==> src/rtl/riscv_zero_hazard_ctrl.sv <==
// riscv_zero_hazard_ctrl: decode interlock with per-register writeback scoreboard plus flush/drain sequencing.
module riscv_zero_hazard_ctrl #(
  parameter int FLUSH_CYCLES = 2,
  parameter int CNT_W = 2
) (
  input  logic       clk,
  input  logic       reset,
  input  logic       id_valid,
  input  logic [4:0] id_rs1,
  input  logic [4:0] id_rs2,
  input  logic       id_uses_rs1,
  input  logic       id_uses_rs2,
  input  logic [4:0] id_rd,
  input  logic       id_wb_en,
  input  logic       id_serial,
  input  logic       mem_busy,
  input  logic       redirect,
  input  logic       wb_valid,
  input  logic [4:0] wb_rd,
  input  logic       kill_valid,
  input  logic [4:0] kill_rd,
  output logic       issue,
  output logic       stall_fetch,
  output logic       stall_decode,
  output logic       flush_decode,
  output logic       flush_exec,
  output logic       sb_busy,
  output logic       sb_err
);
  typedef enum logic [1:0] {RUN, FLUSH, DRAIN} state_t;
  localparam logic [CNT_W-1:0] MAX = '1;
  state_t state, state_nx;
  logic [3:0] fcnt, fcnt_nx;
  logic [CNT_W-1:0] pend [32];
  logic [CNT_W-1:0] pend_nx [32];
  logic [CNT_W+1:0] sum, dec;
  logic [31:0] uf;
  logic hazard;
  always_comb begin
    sb_busy = 1'b0;
    for (int r = 1; r < 32; r++) sb_busy = sb_busy | (pend[r] != '0);
  end
  assign hazard = (id_uses_rs1 & (pend[id_rs1] != '0)) | (id_uses_rs2 & (pend[id_rs2] != '0))
                | (id_wb_en & (pend[id_rd] == MAX));
  assign issue = id_valid & (state == RUN) & !hazard & !mem_busy & !redirect & !(id_serial & sb_busy);
  assign stall_fetch = id_valid & !issue & (state != FLUSH) & !redirect;
  assign stall_decode = stall_fetch;
  assign flush_decode = redirect | (state == FLUSH);
  assign flush_exec = flush_decode;
  // Net per-register update; a decrement past zero clamps and flags an error.
  always_comb begin
    sum = '0;
    dec = '0;
    uf = '0;
    pend_nx[0] = '0;
    for (int r = 1; r < 32; r++) begin
      sum = {2'b00, pend[r]} + (CNT_W+2)'(issue & id_wb_en & (id_rd == 5'(r)));
      dec = (CNT_W+2)'(wb_valid & (wb_rd == 5'(r))) + (CNT_W+2)'(kill_valid & (kill_rd == 5'(r)));
      uf[r] = sum < dec;
      pend_nx[r] = uf[r] ? '0 : CNT_W'(sum - dec);
    end
  end
  always_comb begin
    state_nx = state;
    fcnt_nx = fcnt;
    if (redirect) begin
      state_nx = FLUSH;
      fcnt_nx = 4'(FLUSH_CYCLES - 1);
    end else if (state == FLUSH) begin
      state_nx = (fcnt == 4'd0) ? RUN : FLUSH;
      fcnt_nx = (fcnt == 4'd0) ? 4'd0 : fcnt - 4'd1;
    end else if (state == RUN) begin
      state_nx = (id_valid & id_serial & sb_busy) ? DRAIN : RUN;
    end else begin
      state_nx = sb_busy ? DRAIN : RUN;
    end
  end
  always_ff @(posedge clk or posedge reset) begin
    if (reset) begin
      state <= RUN;
      fcnt <= '0;
      sb_err <= 1'b0;
      for (int r = 0; r < 32; r++) pend[r] <= '0;
    end else begin
      state <= state_nx;
      fcnt <= fcnt_nx;
      sb_err <= sb_err | (|uf);
      for (int r = 0; r < 32; r++) pend[r] <= pend_nx[r];
    end
  end
endmodule

==> config.mk <==
export PLATFORM = sky130hd
export DESIGN_NAME = riscv_zero_hazard_ctrl
export DESIGN_NICKNAME = d
export VERILOG_FILES = /design/src/rtl/riscv_zero_hazard_ctrl.sv
export SDC_FILE = /design/constraint.sdc
export NUM_CORES = 1
export LEC_CHECK = 0
export ABC_AREA = 1
export BUFFER_PORTS_ARGS = -buffer_cell sky130_fd_sc_hd__buf_2
export CORE_MARGIN = 2
export CORE_UTILIZATION = 45
export DETAILED_ROUTE_END_ITERATION = 10
export MAX_ROUTING_LAYER = met4
export PLACE_DENSITY_LB_ADDON = 0.12
export SYNTH_ARGS = -nofsm -noshare
export SYNTH_HDL_FRONTEND = slang
export SYNTH_SLANG_ARGS = --single-unit
==> constraint.sdc <==
create_clock -name clk -period 6.54 [get_ports clk]
set_clock_uncertainty 0.2 [all_clocks]
set_input_delay 1.308 -clock clk [delete_from_list [all_inputs] [get_ports clk]]
set_output_delay 1.308 -clock clk [all_outputs]
set_load 0.1 [all_outputs]
==> results of run 1 <==
[logic make-up after synthesis]
group	synth area share [%]
xor gates and xnor gates	0.233
AOI/OAI and AO/OA	2.74
adders and majority gates	29.2
DFF	22.9
buffers and inverters	11.6
and+or+nand+nor	33.3
[metal layers]
layer | up-vias | track usage (%) | wire length [um]
met4 | 0 | 10.8 | 749
met2 | 231 | 43.8 | 10300
li1 | 3434 | - | -
met5 | - | - | 0
met3 | 43 | 4.03 | 1540
met1 | 3218 | 38.1 | 10700
[critical path: stages]
cell     delay, ns
buf_2         0.32
inv_1         0.32
nor2_1        0.16
buf_4         0.19
nand2_1       0.07
nand3_1       0.08
nand2_1       0.05
nand2_1       0.09
o21ai_1       0.06
nand2_1       0.08
nand3_1       0.06
nand2_1       0.11
nor2_4        0.05
nand2_2       0.43
buf_4         0.24
nor2_2        0.04
ha_1          0.27
inv_1         0.04
ha_1          0.18
inv_1         0.07
fa_1          0.16
nor2_1        0.06
nor4_1        0.55
nand4_1       0.14
or3_1         0.32
[power groups by stage]
stage | combinational [mW] | clock (mW) | sequential, mW
floorplan | 0.794 | 0 | 0.761
global placement | 1.02 | 0 | 0.898
detailed placement | 1.03 | 0 | 0.900
CTS | 1.03 | 0.525 | 0.892
global route | 1.21 | 0.538 | 0.921
finish | 1.03 | 0.516 | 0.902
[sequential cells by signal, indices dropped and copies added (netlist names)]
register and cells:
sb_err 1, state 2, fcnt 4, pend 62
[path summary, 6_finish.rpt]
kind,end,cells past startpoint
max,sb_err$_DFF_PP0_,25
min,state[1]$_DFF_PP0_,2
max reg2reg,sb_err$_DFF_PP0_,21
min reg2reg,state[1]$_DFF_PP0_,2
max in group asynchronous,pend[7]$_DFF_PP0_,3
min in group asynchronous,pend[53]$_DFF_PP0_,3
[through the flow]
step	cell area [um^2]	cells	hold slack, ns
global placement	7960	1343	0.351
floorplan	7530	1096	0.308
finish	8260	1357	0.374
CTS	8260	1357	0.374
detailed placement	7960	1343	0.359
global route	8260	1357	0.401
[cell usage in the layout, fill, tap and decap left out]
cell type,count
o22ai_1,3
o21ai_1,6
nor2_4,1
inv_2,9
inv_1,184
clkbuf_8,3
clkinv_1,2
nor3_1,10
nor4_1,7
fa_1,31
o21ai_0,11
o21bai_1,1
xor2_1,1
o211ai_1,3
nand2_2,1
ha_1,126
xnor2_1,1
nand2_1,257
buf_4,11
dfrtp_1,69
nor2_2,31
nor2_1,228
buf_2,42
clkbuf_16,9
nand3_1,65
clkbuf_1,1
a21oi_1,13
or3_1,1
o31ai_1,1
bufinv_16,1
nand4_1,8
[layout make-up]
| class | count | area [um^2] |
|---|---|---|
| Timing Repair Buffer | 53 | 293 |
| Inverter | 195 | 732 |
| Tap cell | 220 | 275 |
| Fill cell | 1702 | 8210 |
| Sequential cell | 69 | 1730 |
| Multi-Input combinational cell | 806 | 4930 |
| Clock buffer | 13 | 270 |
| Clock inverter | 1 | 30.0 |
==> results.md, run 1 <==
- Outcome: completed
- Port Buf Inserts: 42
- Hold Startpoint: state[1]$_DFF_PP0_
- Routability cong.: 0.970
- Slew margin rel.: a little over a third
- Synth Register Bits: 69
- # Post-CTS Setup Buffers: 0
- GRT Total Usage: 28.4%
- Slew @ Worst Pin: 0.957 ns
- EDFF count, synth: 0
- Detailed Route WL: 23.3 mm
- Total gr overflow: 0
- Largest cells by area after synthesis: dfrtp_1, ha_1, nand2_1, nor2_1, inv_1
- DP HPWL: 19.1 mm
- Hold Path Class: reg2reg
- Sequential Power Share: 36.8%
- Initial core utilization: 45.7%
- Sequential fraction of the synthesis area: between 20% and 30%
- Core Box Area: 16500 um^2
- I/O pins: 43
- Post-synth top cells: nand2_1, nor2_1, inv_1
- Die span in y: 133 um
- Ys flop type: dfrtp_1
- # Max-Cap Violations: 0
- Mapped Area: 7530 um^2
- Mapped Cells: 1096
- Arrival time worst endpoint: 5.47 ns
- Sw frac: 46.3%
- Fraction of registers with async set/reset: 100%
- Launch point of the critical path: id_rd[1]
- Worst path required time: 6.57 ns
- Launching point of the worst reg2reg path: pend[50]$_DFF_PP0_
- Dpl ws: 0.828 ns
- Via count: 6926
- Antenna violations before repair: 0
- PnR worst setup slack: 1.10 ns
- Final setup fails: 0
- Power Density: 297 nW/um^2
- Largest net degree at the start of global routing: 70
- Total power: 2.45 mW
- Reg clk slew, reported paths: 0.06 ns
- Fin nets: between 1000 and 1500
- Die footprint: 17800 um^2
- RSZ-0062 raised after global routing: false
- Global-route wire length before repair: 36.7 mm
- Switch Pwr: 1.13 mW
- Startpoint Class: primary input
- Worst IR Drop VDD: 0.143 mV
- DRT antenna net count: 0
- Clock share of power: 21.0%
- Initial DRT Pass Iterations: 5
- # DRC: 0
- Ys Warns: 0
- Critical path type: in2reg
- Buffer levels on the longest clock path: 2
- Final Max Slew Viols: 0
- Post-CTS Hold Buffers: 0
- Most frequent cell after synthesis: nand2_1
- Reg2Reg Setup Slack: 1.83 ns
- Resize count post-CTS: 0
- Root buf cell: clkbuf_16
- Top cell type by total area after synthesis: dfrtp_1
- Internal power: 1.32 mW
- Period utilisation layout: 83.1%
- Cts bufs inserted: 9
- Fin util: 50.1%
- Syn nets: 1289
- Worst Path Max Fanout: 20
- Die width: 133 um
- Share of the synthesized area in the top cell type: 22.9%
- Site row count: 47
- Leakage: 4.46 nW
- CTS tree: built
- Layout cells sized above 1: under 10%
- Vias in the first global route: 6700
- Tmin final: 5.44 ns
- Fin. Hold Viols: 0
- Setup_tns: 0 ns
- Fmax achieved: 184 MHz
- CTS sink cnt: 69
- Layout area overhead: 9.64%
- Comb pwr share: 42.2%
- Vias per cell: 5.10
- CTS H-tree lvls: 3
- ANT cells: 0
- Setup crit end kind: register
- 1st-iter DRT viols: between 500 and 600
- Synthesized area per cell: 6.87 um^2
- DR WL/cell: approximately 17 um
- Clock Latency Late Sink: 0.35 ns
- Post-synth cell types: 30
Power figures use the tool's default switching activity.
==> run 2: changes to the inputs <==
clock period = 4.9 ns   (was 6.54 ns; I/O delays follow)
==> run 2 against run 1 <==
  * Setup slack lost 0.74 ns
  * Final area grew 1.5%
  * First-iteration DRC count shrank 6.9%
  * Register-to-register slack lost 1.3 ns
  * Routed wire length shrank 1.3%
  * Critical endpoint unchanged
==> results.md, run 2 (same netlist as run 1, synthesis figures left out) <==
- Power Density: 388 nW/um^2 (+31%)
- Initial DRT Pass Iterations: 5 (unchanged)
- # DRC: 0 (unchanged)
- Fin. Hold Viols: 0 (unchanged)
- Most flop-heavy register: pend
- Period utilisation layout: 92.6%
- Multi-input gate area: 4930 um^2 (about the same)
- Reg2Reg Setup Slack: 0.58 ns (-1.25 ns)
- ANT cells: 0 (unchanged)
- Fin util: 50.9% (+0.74 points)
- Largest net degree at the start of global routing: 37 (-47%)
- GRT Total Usage: 27.8% (-0.59 points)
- DRT antenna net count: 0 (unchanged)
- Setup_tns: 0 ns (unchanged)
- Die footprint: 17800 um^2 (unchanged)
- Regs by FF count: pend (62), fcnt (4), state (2)
- Tmin final: 4.54 ns
- Buffer levels on the longest clock path: 2 (unchanged)
- Die span in y: 133 um (unchanged)
- Final Max Slew Viols: 0 (unchanged)
- Slew margin rel.: 47.2% (+11 points)
- Slew @ Worst Pin: 0.791 ns (-0.166 ns)
- Commonest non-fill, non-tap cell in the layout: nand2_1
- Reg clk slew, reported paths: 0.06 ns (about the same)
- Layout Cells excl Fill: 1371 (+1.0%)
- Initial core utilization: 45.7% (unchanged)
- Post-CTS Hold Buffers: 0 (unchanged)
- CTS tree: built
- Die width: 133 um (unchanged)
- # Max-Cap Violations: 0 (unchanged)
- Hold_ws: 0.368 ns (-0.00662 ns)
- Total gr overflow: 0 (unchanged)
- Antenna violations before repair: 0 (unchanged)
- Max reg flops: 62 (unchanged)
- Layout cells sized above 1: 10.8% (+1.3 points)
- Global-route wire length before repair: 36.2 mm (-1.3%)
- DR WL/cell: 16.8 um (-2.3%)
- Root buf cell: clkbuf_16
- Core Box Area: 16500 um^2 (unchanged)
- 1st-iter DRT viols: 470 (-6.9%)
- Detailed Route WL: 23.0 mm (-1.3%)
- Resize count post-CTS: 0 (unchanged)
- Leakage: 4.52 nW (+1.5%)
- Critical path type: in2reg
- Layout area overhead: 11.3%
- # Post-CTS Setup Buffers: 0 (unchanged)
- CTS sink cnt: 69 (unchanged)
- Fmax achieved: 220 MHz
- Register area: 1730 um^2 (unchanged)
- Routability cong.: 0.958 (-1.2%)
- Site row count: 47 (unchanged)
- Arrival time worst endpoint: 4.56 ns (-0.91 ns)
- Area post-placement: 8090 um^2 (+1.7%)
- Setup crit end kind: register
- Cts bufs inserted: 9 (unchanged)
- Vias per cell: 5.09 (-0.22%)
- Vias in the first global route: 6578 (-1.8%)
- Fillers: 1669 (-1.9%)
- Inst Count DP: 1355 (+0.89%)
- Clock Latency Late Sink: 0.35 ns (about the same)
- Worst IR Drop VDD: 0.234 mV (+64%)
- Worst Path Max Fanout: 18 (-10%)
- Final instance area: 8380 um^2 (+1.5%)
- Final setup fails: 0 (unchanged)
- Worst path required time: 4.92 ns (-1.65 ns)
- Port Buf Inserts: 42 (unchanged)
- Commonest non-fill, non-tap cells in the layout: nand2_1, nor2_1, inv_1
- Via count: 6982 (+0.81%)
- DP HPWL: 19.3 mm (+0.98%)
- CTS H-tree lvls: 3 (unchanged)
- Outcome: completed
- I/O pins: 43 (unchanged)
- Fin nets: 1339 (+0.90%)
- Startpoint Class: primary input
- RSZ-0062 raised after global routing: false
- Hold Path Class: reg2reg
## run 2: cell types whose count changed in the layout (fill, tap and decap cells not counted), moves of 2 or more
cell and change:
buf_2 -2, clkinv_2 +2, buf_12 +3, clkinv_4 +2, buf_4 +11
## run 2: path summary, 6_finish.rpt
check / start / to / cells after the start
worst max-delay path: id_rs1[1] / sb_err$_DFF_PP0_ / 24
worst min-delay path: state[0]$_DFF_PP0_ / state[1]$_DFF_PP0_ / 2
worst max register to register: pend[43]$_DFF_PP0_ / sb_err$_DFF_PP0_ / 21
worst min register to register: state[0]$_DFF_PP0_ / state[1]$_DFF_PP0_ / 2
max in group asynchronous: reset / sb_err$_DFF_PP0_ / 3
min in group asynchronous: reset / pend[9]$_DFF_PP0_ / 2
## run 2: metal layers
metal  global-route usage (%)  part of all wire (%)
met1                     37.7                    47
met2                     41.5                    43
met3                     4.38                   5.9
met4                     11.8                   4.2
met5                        -                     0
## run 2: power by group
| group | leakage, nW | total [mW] | internal (mW) | switching [mW] |
|---|---|---|---|---|
| Combinational | 3.53 | 1.40 | 0.514 | 0.881 |
| Clock | 0.141 | 0.638 | 0.370 | 0.268 |
| Sequential | 0.847 | 1.22 | 0.830 | 0.389 |
## run 2: cell type report
cell class / instances / area share, %
Clock buffer: 11 / 3.02
Tap cell: 220 / 3.29
Clock inverter: 5 / 0.418
Timing Repair Buffer: 65 / 5.08
Sequential cell: 69 / 20.6
Inverter: 195 / 8.74
Multi-Input combinational cell: 806 / 58.9
## run 2: critical path, cell delays in order
cell     delay (ns)
buf_2          0.12
inv_1          0.04
nor2_1         0.39
o21ai_0        0.16
nand3_1        0.12
nand2_1        0.05
nand2_1        0.07
nand2_1        0.05
nand3_1        0.07
nand3_1        0.11
nand2_1        0.14
nor2_4         0.05
nand2_2        0.10
buf_12         0.19
nor2_2         0.05
ha_1           0.27
inv_1          0.04
ha_1           0.18
inv_1          0.06
fa_1           0.16
nor2_1         0.07
nor4_1         0.41
nand4_1        0.29
or3_1          0.37
## run 2: stage by stage
stage                     worst slack (ns)  power (mW)
after floorplan                      0.294        2.08
after global placement              0.0881        2.59
after detailed placement            0.0713        2.60
after CTS                            0.434        3.25
after global routing                 0.137        3.54
final                                0.363        3.25
